$ cat src/rtl/cache_port_arbiter.sv
// Round-robin arbiter sharing one cache read port between N_REQ pixel units.
// Each grant runs lookup -> (fill -> retry lookup)* -> one registered response.
module cache_port_arbiter #(
    parameter int N_REQ  = 4,
    parameter int ADDR_W = 16,
    parameter int DATA_W = 32
) (
    input  logic                      clk,
    input  logic                      rst_n,
    input  logic [N_REQ-1:0]          req,
    input  logic [N_REQ*ADDR_W-1:0]   req_addr,
    output logic [N_REQ-1:0]          rsp_valid,
    output logic [DATA_W-1:0]         rsp_data,
    output logic                      cache_rd_en,
    output logic [ADDR_W-1:0]         cache_addr,
    input  logic                      cache_hit,
    input  logic [DATA_W-1:0]         cache_rdata,
    output logic                      mem_req,
    output logic [ADDR_W-1:0]         mem_addr,
    input  logic                      mem_done,
    output logic                      busy,
    output logic [15:0]               hit_cnt,
    output logic [15:0]               miss_cnt
);
    localparam int PTR_W = (N_REQ > 1) ? $clog2(N_REQ) : 1;

    typedef enum logic [1:0] {IDLE, LOOKUP, FILL, RESP} state_t;

    state_t              state_q, state_d;
    logic [PTR_W-1:0]    rr_ptr_q, rr_ptr_d;
    logic [PTR_W-1:0]    gidx_q, gidx_d;
    logic [ADDR_W-1:0]   cur_addr_q, cur_addr_d;
    logic                cache_rd_en_q, cache_rd_en_d;
    logic [ADDR_W-1:0]   cache_addr_q, cache_addr_d;
    logic                mem_req_q, mem_req_d;
    logic [ADDR_W-1:0]   mem_addr_q, mem_addr_d;
    logic [N_REQ-1:0]    rsp_valid_q, rsp_valid_d;
    logic [DATA_W-1:0]   rsp_data_q, rsp_data_d;
    logic                busy_q, busy_d;
    logic [15:0]         hit_cnt_q, hit_cnt_d;
    logic [15:0]         miss_cnt_q, miss_cnt_d;

    logic                found;
    logic [PTR_W-1:0]    cand;
    logic [PTR_W-1:0]    sel_idx;
    logic [ADDR_W-1:0]   sel_addr;

    // First requesting index at or above rr_ptr, wrapping past N_REQ-1.
    always_comb begin
        found   = 1'b0;
        cand    = '0;
        sel_idx = '0;
        for (int i = 0; i < N_REQ; i++) begin
            if (int'(rr_ptr_q) + i >= N_REQ) cand = PTR_W'(int'(rr_ptr_q) + i - N_REQ);
            else                             cand = PTR_W'(int'(rr_ptr_q) + i);
            if (!found && req[cand]) begin
                found   = 1'b1;
                sel_idx = cand;
            end
        end
        sel_addr = req_addr[sel_idx*ADDR_W +: ADDR_W];
    end

    always_comb begin
        state_d       = state_q;
        rr_ptr_d      = rr_ptr_q;
        gidx_d        = gidx_q;
        cur_addr_d    = cur_addr_q;
        cache_rd_en_d = 1'b0;
        cache_addr_d  = cache_addr_q;
        mem_req_d     = mem_req_q;
        mem_addr_d    = mem_addr_q;
        rsp_valid_d   = '0;
        rsp_data_d    = rsp_data_q;
        hit_cnt_d     = hit_cnt_q;
        miss_cnt_d    = miss_cnt_q;
        case (state_q)
            IDLE: begin
                if (found) begin
                    gidx_d        = sel_idx;
                    cur_addr_d    = sel_addr;
                    cache_rd_en_d = 1'b1;
                    cache_addr_d  = sel_addr;
                    state_d       = LOOKUP;
                end
            end
            LOOKUP: begin
                if (cache_hit) begin
                    rsp_valid_d[gidx_q] = 1'b1;
                    rsp_data_d          = cache_rdata;
                    hit_cnt_d           = (hit_cnt_q == 16'hFFFF) ? hit_cnt_q : hit_cnt_q + 16'd1;
                    state_d             = RESP;
                end else begin
                    miss_cnt_d = (miss_cnt_q == 16'hFFFF) ? miss_cnt_q : miss_cnt_q + 16'd1;
                    mem_req_d  = 1'b1;
                    mem_addr_d = cur_addr_q;
                    state_d    = FILL;
                end
            end
            FILL: begin
                if (mem_done) begin
                    mem_req_d     = 1'b0;
                    cache_rd_en_d = 1'b1;
                    cache_addr_d  = cur_addr_q;
                    state_d       = LOOKUP;
                end
            end
            RESP: begin
                rr_ptr_d = (gidx_q == PTR_W'(N_REQ - 1)) ? '0 : gidx_q + PTR_W'(1);
                state_d  = IDLE;
            end
            default: state_d = IDLE;
        endcase
        busy_d = (state_d != IDLE);
    end

    always_ff @(posedge clk) begin
        if (!rst_n) begin
            state_q       <= IDLE;
            rr_ptr_q      <= '0;
            gidx_q        <= '0;
            cur_addr_q    <= '0;
            cache_rd_en_q <= 1'b0;
            cache_addr_q  <= '0;
            mem_req_q     <= 1'b0;
            mem_addr_q    <= '0;
            rsp_valid_q   <= '0;
            rsp_data_q    <= '0;
            busy_q        <= 1'b0;
            hit_cnt_q     <= '0;
            miss_cnt_q    <= '0;
        end else begin
            state_q       <= state_d;
            rr_ptr_q      <= rr_ptr_d;
            gidx_q        <= gidx_d;
            cur_addr_q    <= cur_addr_d;
            cache_rd_en_q <= cache_rd_en_d;
            cache_addr_q  <= cache_addr_d;
            mem_req_q     <= mem_req_d;
            mem_addr_q    <= mem_addr_d;
            rsp_valid_q   <= rsp_valid_d;
            rsp_data_q    <= rsp_data_d;
            busy_q        <= busy_d;
            hit_cnt_q     <= hit_cnt_d;
            miss_cnt_q    <= miss_cnt_d;
        end
    end

    assign rsp_valid   = rsp_valid_q;
    assign rsp_data    = rsp_data_q;
    assign cache_rd_en = cache_rd_en_q;
    assign cache_addr  = cache_addr_q;
    assign mem_req     = mem_req_q;
    assign mem_addr    = mem_addr_q;
    assign busy        = busy_q;
    assign hit_cnt     = hit_cnt_q;
    assign miss_cnt    = miss_cnt_q;
endmodule
$ cat config.mk
export PLATFORM = sky130hd
export DESIGN_NAME = cache_port_arbiter
export DESIGN_NICKNAME = d
export VERILOG_FILES = /design/src/rtl/cache_port_arbiter.sv
export SDC_FILE = /design/constraint.sdc
export NUM_CORES = 1
export LEC_CHECK = 0
export BUFFER_PORTS_ARGS = -buffer_cell sky130_fd_sc_hd__buf_4
export CORE_ASPECT_RATIO = 0.6
export CORE_MARGIN = 5
export CORE_UTILIZATION = 40
export CTS_BUF_LIST = sky130_fd_sc_hd__clkbuf_4 sky130_fd_sc_hd__clkbuf_8 sky130_fd_sc_hd__clkbuf_16
export CTS_CLUSTER_SIZE = 12
export DETAILED_ROUTE_END_ITERATION = 10
export PLACE_DENSITY = 0.67
export REMOVE_ABC_BUFFERS = 1
export SLEW_MARGIN = 30
export SYNTH_ARGS = -nofsm -noshare
export SYNTH_HDL_FRONTEND = slang
export SYNTH_SLANG_ARGS = --single-unit
$ cat constraint.sdc
create_clock -name clk -period 2.1 [get_ports clk]
set_input_delay 0.315 -clock clk [delete_from_list [all_inputs] [get_ports clk]]
set_output_delay 0.315 -clock clk [all_outputs]
set_load 0.02 [all_outputs]
==> results summary, run 1 <==
The gate count after technology mapping is 648. The worst path needs 2.00 ns of the cycle, external delays included. The core region is 13900 sq um.

The critical path in this run is classified as reg2reg. The share of post-route cells with drive strength above 1 is 31.7%. The number of slew-limit violations in the final report is 0. The synthesized design contains 125 register bits. The number of H-tree levels is 4. Once detail routing completed, the nets flagged for antenna violations numbered 0. The post-synthesis async set-or-reset flop share came out at 0%.

Across all hold checks on the routed design, the worst slack comes to 0.173 ns. 0 antenna diodes ended up in the layout. The synthesized netlist contains 53 unique library cells. The number of clock sinks seen by CTS came out at 125. The hold violation total from the final report came out at 0. The measured slew at the worst slew-check pin came out at 0.747 ns. The capturing element type of the critical path is a flip-flop. The area of placed instances came out at 7490 sq um. The total of max-cap violations is 0. The leakage power came out at 3.47 nW. The number of antenna violations at the first check in global routing is 0. The number of port buffers came out at 206. The most numerous cell in the Yosys netlist is sky130_fd_sc_hd__nand2_1.

The worst max-slew margin expressed relative to the limit came out at 50.2%. The standard-cell row count is 33. The number of synthesized flops with an enable pin came out at 0. The multi-input logic area came out at 3020 sq um. The number of fillers in the final layout came out at 1271. In this run the most critical hold path is launched from cache_rdata[30]. The post-detailed-placement half-perimeter wirelength came out at 12.4 mm. The cell area after synthesis came out at 5750 sq um.

The fraction of the yosys area taken by sequential cells came out at 43.5%. The largest fanout of any net on the critical path is 23. The commonest cells after synthesis are sky130_fd_sc_hd__nand2_1, sky130_fd_sc_hd__dfxtp_1, sky130_fd_sc_hd__a21boi_0. The clock arrives with 0.0100 ns of skew. The worst voltage drop across the vdd grid came out at 509 uV. Once the floorplan was initialized, standard cells occupied 41.4% of the core.

The number of buffers added to fix hold violations after cts came out at 0. Setup repair after global routing could not meet its margin everywhere. The average instance area after synthesis is 8.87 sq um. The number of clock buffers added by TritonCTS is 17. Cells fill 58.4% of the core in the end. The total number of yosys warnings came out at 0. The register area came out at 2500 sq um. The area added between synthesis and finish is 40.9%. The iteration count of the initial detailed-routing pass is 5. The fraction of post-synthesis cell area in the top cell type by area is 43.5%. Of all cell types, the one taking the most synthesized area is sky130_fd_sc_hd__dfxtp_1.

The worst setup path is launched from a flip-flop. For this run, design rule violations remaining after detail routing come to 0. The worst hold path belongs to the class in2reg. STA puts the critical path data arrival time at 2.29 ns. The global-route congestion overflow total came out at 0. The required time of the critical path came out at 2.39 ns. The detailed-route vias per instance is 5.05. The floorplan die area came out at 16900 sq um. The global-route wire length before repair is 26.6 mm. Measured along the y axis, the die boundary spans 103 um. Entering global routing, the biggest net connects 76 pins. The final period utilization is 95.4%. The power per cell area is 843 nW/um^2. The worst register-to-register path begins at rr_ptr_q[0].

The TritonCTS clock tree is yes. With fillers left out, the area of the finished cells amounts to 8100 sq um. The detailed-route wire length per cell came out at 15.9 um. Routability-driven placement finished with a final weighted congestion of 0.829. After synthesis, the cell types taking the most area are sky130_fd_sc_hd__dfxtp_1, sky130_fd_sc_hd__nand2_1, sky130_fd_sc_hd__a21boi_0. The most common flop cell mapped by yosys is sky130_fd_sc_hd__dfxtp_1. The initial DRC count is 258. 207 I/O pins were placed.

After the last flow step, the layout net total stands at 958. The tree is rooted in a sky130_fd_sc_hd__clkbuf_16. The total routed wirelength came out at 16.7 mm. The clock-pin slew of the registers on the worst-case setup and hold paths is 0.06 ns. The critical path starts at rr_ptr_q[0].

The run finished with clean final reports. The overall die width came out at 165 um. The global-route usage over all layers came out at 19.4%.

The total power is 6.83 mW. The number of global-route vias before repair is 5400. The detailed router placed 5311 vias in this run. The count of final setup violators came out at 0.

The maximum clock frequency came out at 0.499 GHz. The later-pin clock latency in the skew report came out at 0.40 ns. The maximum clock insertion buffer count is 2.
[critical path, cell delays in order (launching register included)]
cell and delay [ns]:
sky130_fd_sc_hd__dfxtp_1 0.33, sky130_fd_sc_hd__nor2b_1 0.19, sky130_fd_sc_hd__a311oi_2 0.07, sky130_fd_sc_hd__buf_4 0.20, sky130_fd_sc_hd__nor2_8 0.42, sky130_fd_sc_hd__mux2i_1 0.33
sky130_fd_sc_hd__o31ai_1 0.11, sky130_fd_sc_hd__o221a_1 0.21
[metrics by stage]
step	TNS (ns)	setup slack, ns	cells
4_1_cts	0	0.0695	1052
6_report	0	0.0959	1052
2_1_floorplan	-6.56	-0.403	604
3_5_place_dp	-0.0441	-0.0243	1021
3_3_place_gp	0	0.120	1021
5_1_grt	-0.0830	-0.0343	1052
[cell type report]
type | count | share of cell area (%)
Sequential cell | 125 | 30.9
Multi-Input combinational cell | 473 | 37.3
Clock inverter | 14 | 2.10
Tap cell | 192 | 2.97
Clock buffer | 17 | 5.25
Timing Repair Buffer | 225 | 21.2
Inverter | 6 | 0.278
[path summary, 6_finish.rpt]
kind / to / slack, ns / depth (start not counted)
max reg2reg: cache_addr[9] / 0.1 / 7
max: cache_addr[9] / 0.1 / 7
min reg2reg: rsp_data[27] / 0.46 / 2
min: rsp_data[30] / 0.17 / 3
[power by group]
| group | switching [mW] | internal (mW) | leakage, nW |
|---|---|---|---|
| sequential | 0.113 | 2.54 | 1.02 |
| clock | 1.10 | 1.86 | 0.282 |
| combinational | 0.658 | 0.557 | 2.17 |
| total | 1.87 | 4.96 | 3.47 |
[repair_timing]
action / CTS / global route
buffers inserted: 0 / 0
gates resized for setup: 0 / 3
endpoints found under the setup margin: 0 / 18
endpoints found under the hold margin: 0 / 0
[logic make-up after synthesis]
logic type	share of synthesized area [%]
simple gates	23.3
compound gates	19.7
flops	43.5
buf+inv	4.18
xor+xnor	4.12
mux	3.83
fa+ha+maj	1.31
[per-layer routing]
layer,GRT usage (%),vias up,routed length (um)
met4,6.39,0,221
met2,30.9,150,7650
met3,4.39,20,944
li1,-,2643,-
met5,0,-,0
met1,26.4,2498,7910
[sequential cells by signal, summed over array words and instances (netlist names)]
signal	flops
miss_cnt	16
rr_ptr_q	2
mem_addr	16
hit_cnt	16
state_q	2
mem_req	1
gidx_q	2
cache_addr	16
cur_addr_q	16
rsp_valid	4
cache_rd_en	1
rsp_data	32
busy	1
[placed cells by master, fill, tap and decap left out, types with 4 or more instances in the layout]
| cell type | Yosys | layout |
|---|---|---|
| sky130_fd_sc_hd__o31ai_1 | 8 | 8 |
| sky130_fd_sc_hd__mux2i_1 | 22 | 21 |
| sky130_fd_sc_hd__nand2_1 | 157 | 157 |
| sky130_fd_sc_hd__nor3_1 | 5 | 5 |
| sky130_fd_sc_hd__a21o_1 | 10 | 10 |
| sky130_fd_sc_hd__a211oi_1 | 9 | 9 |
| sky130_fd_sc_hd__nand2b_1 | 6 | 6 |
| sky130_fd_sc_hd__and2_1 | 32 | 32 |
| sky130_fd_sc_hd__clkinvlp_4 | 0 | 4 |
| sky130_fd_sc_hd__ha_1 | 6 | 6 |
| sky130_fd_sc_hd__o21a_1 | 4 | 4 |
| sky130_fd_sc_hd__nand3_1 | 12 | 12 |
| sky130_fd_sc_hd__xnor2_1 | 24 | 24 |
| sky130_fd_sc_hd__a22o_1 | 16 | 16 |
| sky130_fd_sc_hd__a31oi_1 | 9 | 9 |
| sky130_fd_sc_hd__inv_1 | 5 | 5 |
| sky130_fd_sc_hd__o21ai_0 | 12 | 12 |
| sky130_fd_sc_hd__o21ai_1 | 6 | 6 |
| sky130_fd_sc_hd__nor2b_1 | 8 | 7 |
| sky130_fd_sc_hd__a21boi_0 | 49 | 49 |
| sky130_fd_sc_hd__clkbuf_16 | 0 | 17 |
| sky130_fd_sc_hd__nand4_1 | 16 | 16 |
| sky130_fd_sc_hd__and3_1 | 9 | 9 |
| sky130_fd_sc_hd__dfxtp_1 | 125 | 125 |
| sky130_fd_sc_hd__buf_4 | 2 | 223 |
| sky130_fd_sc_hd__a21oi_1 | 4 | 4 |
| sky130_fd_sc_hd__nor3b_1 | 9 | 9 |
| sky130_fd_sc_hd__nor2_1 | 6 | 6 |
| sky130_fd_sc_hd__o221a_1 | 7 | 7 |
No activity file was read; power rests on OpenSTA's default activity.
==> run 2, diff against run 1 <==
PLACE_DENSITY = unset   (was 0.67)
PLACE_DENSITY_LB_ADDON = 0.12   (was unset)
==> results summary, run 2 (synthesized netlist as in run 1, its figures left out) <==
The flow ran to the end, and the final reports show no timing, DRC or antenna violations. The number of cells after detailed placement came out at 1022. The time the worst path needs with I/O delays and setup came out at 1.96 ns. Of the total power, the share spent switching nets is 26.6%. The routability congestion estimate from global placement came out at 0.807.

The maximum clock frequency is 0.511 GHz. The minimum setup slack after placement came out at -0.000593 ns. The post-detailed-route count of antenna-violating nets came out at 0. The count of antenna diodes in the layout is 0. The gate family responsible for the most delay along the worst path is compound AO/OA/AOI/OAI gates. The number of flip-flops in the largest register came out at 32. The post-detailed-placement half-perimeter wirelength is 12.5 mm. The final period utilization came out at 93.2%. In the layout the commonest cells are sky130_fd_sc_hd__buf_4, sky130_fd_sc_hd__nand2_1, sky130_fd_sc_hd__dfxtp_1. Counting stages on the worst path, the most repeated cell is sky130_fd_sc_hd__nand2_1.

The final clock skew came out at 0.0116 ns. After detailed routing, the number of vias per cell comes to 5.13. Registers are responsible for 37.7% of the overall power.

The y dimension of the die is 103 um. The worst setup path is captured at a flip-flop. The number of port buffers is 206. The number of ports placed on the die boundary is 207. The iteration count of the initial detailed-routing pass is 5. The measured slew at the worst slew-check pin is 0.784 ns.

Setup slack on the critical path of the routed design comes to 0.142 ns. The number of slew-limit violations in the final report came out at 0. The clock buffer count from CTS is 17. The worst stage delay on the critical path is 0.46 ns. Across the run, the number of max-cap violations was 0. The register-to-register setup slack is 0.14 ns. The path type of the worst min-delay path is in2reg.

The cell at the root of the clock tree is sky130_fd_sc_hd__clkbuf_16. The later-pin clock latency in the skew report is 0.40 ns. The leakage power is 3.51 nW. The via count came out at 5414. Global routing consumed, over all layers together, 19.9% of the routing resources. The layout net count is 960. The cell internal power dissipation is 5.18 mW. The final layout contains routed wiring with a total length of 17.2 mm.

The switching power came out at 1.88 mW. The global-route wire length before repair is 27.0 mm. The standard-cell row count came out at 33. The signal on the critical path passes through nand2_1 -> a311oi_2 -> buf_4 -> or2_4 -> nand2_1 -> a31oi_1 -> a22o_1. For this block, the initial DRC count from the detailed router was 315. The largest fanout of any net on the critical path came out at 19.

The number of global-route vias before repair is 5517. The post-route netlist has 32.0% of its cells at a drive strength greater than 1. Setup violations remaining at the end of the flow were counted as 0.

The floorplan die area is 16900 sq um. The hold violation total from the final report is 0. STA classifies the critical path startpoint as a flip-flop. TritonCTS built the clock tree. The detailed-route wire length per cell came out at 16.3 um. The floorplan step defined a core boundary enclosing 13900 sq um. The total power is 7.06 mW. The number of clock sinks seen by CTS is 125.

The number of buffers added to fix hold violations after cts came out at 0. The clock tree synthesis step divided the H-tree into 4 levels. For the worst setup path, the data required time is 2.44 ns. VDD sags by at most 523 uV. The number of design rule violations left after detail routing came out at 0.

The cell area after layout is 8180 sq um. Compared with the post-synthesis result, the final layout area differs by 42.3%. The number of antenna violations at the first check in global routing came out at 0. The clock network is responsible for 44.9% of the overall power. The maximum clock insertion buffer count is 2. Leaving out fill and tap cells, the most frequent cell in the layout is sky130_fd_sc_hd__buf_4. For this configuration, the core starts out at a cell density of 41.4%. The maximum number of pins on one net before global-route repair came out at 70.

The number of buffer and inverter stages on the critical path is 1. The final standard cell count with taps included and fillers excluded is 1055. Setup repair after global routing left no endpoint under its margin. The area of placed instances is 7510 sq um. The logic gate share of total power came out at 17.4%. The fraction of the core area covered by cells at the end of the flow came out at 58.9%. The power per cell area is 863 nW/um^2.

The clock-pin slew of the registers on the worst-case setup and hold paths came out at 0.06 ns. The slowest stage of the critical path belongs to the cell sky130_fd_sc_hd__dfxtp_1. The overall die width is 165 um. The global-route congestion overflow total came out at 0.

The worst setup path category is reg2reg. The worst max-slew margin expressed relative to the limit came out at 47.8%. Data on the critical path arrives at its endpoint at 2.30 ns.
-- run 2: cell types whose count changed in the layout (fill, tap and decap cells not counted), sizes merged --
cell	before	now
buf	225	226
nor2	7	8
clkbuf	17	20
clkinvlp	4	2
clkinv	5	4
bufinv	3	4
-- run 2: worst register-to-register path, cell delays in order (launching register included) --
cell,delay (ns)
sky130_fd_sc_hd__dfxtp_1,0.46
sky130_fd_sc_hd__nand2_1,0.11
sky130_fd_sc_hd__a311oi_2,0.27
sky130_fd_sc_hd__buf_4,0.24
sky130_fd_sc_hd__or2_4,0.28
sky130_fd_sc_hd__nand2_1,0.10
sky130_fd_sc_hd__a31oi_1,0.26
sky130_fd_sc_hd__a22o_1,0.18
-- run 2: final timing paths --
check,from,to,cells past startpoint
worst max-delay path,rr_ptr_q[1],cur_addr_q[7],7
worst min-delay path,cache_rdata[31],rsp_data[31],3
worst max register to register,rr_ptr_q[1],cur_addr_q[7],7
worst min register to register,rsp_data[24],rsp_data[24],2
-- run 2: power by group through the flow --
stage	Clock (mW)	Sequential, mW	Combinational (mW)
2_1_floorplan	0	2.83	0.482
5_1_grt	3.35	2.68	1.34
3_5_place_dp	0	2.71	1.22
4_1_cts	3.25	2.66	1.22
3_3_place_gp	0	2.70	1.19
6_report	3.17	2.66	1.23
-- run 2: per-stage QoR --
stage	setup TNS [ns]	hold slack (ns)
3_3_place_gp	0	0.451
2_1_floorplan	-6.56	0.432
6_report	0	0.175
4_1_cts	0	0.154
5_1_grt	0	0.159
3_5_place_dp	-0.000593	0.461
-- run 2: repair_timing --
item / CTS / global route
buffers inserted: 0 / 0
gates resized for setup: 0 / 2
setup endpoints to repair: 0 / 25
-- run 2: cell type report --
cell class	instances	area, sq um
repair buffers	226	1730
inverters	6	22.5
flip-flops and latches	125	2500
multi-input cells	474	3030
well taps	192	240
clock buffers	20	460
clock inverters	12	184
fillers	1250	5700
-- run 2: per-layer routing --
metal | global-route usage [%] | share of wire [%] | vias up
met5 | 0 | 0 | -
met4 | 6.01 | 0.81 | 0
met3 | 6.11 | 7.9 | 10
met2 | 31.4 | 46 | 188
met1 | 26.5 | 46 | 2563
li1 | - | - | 2653
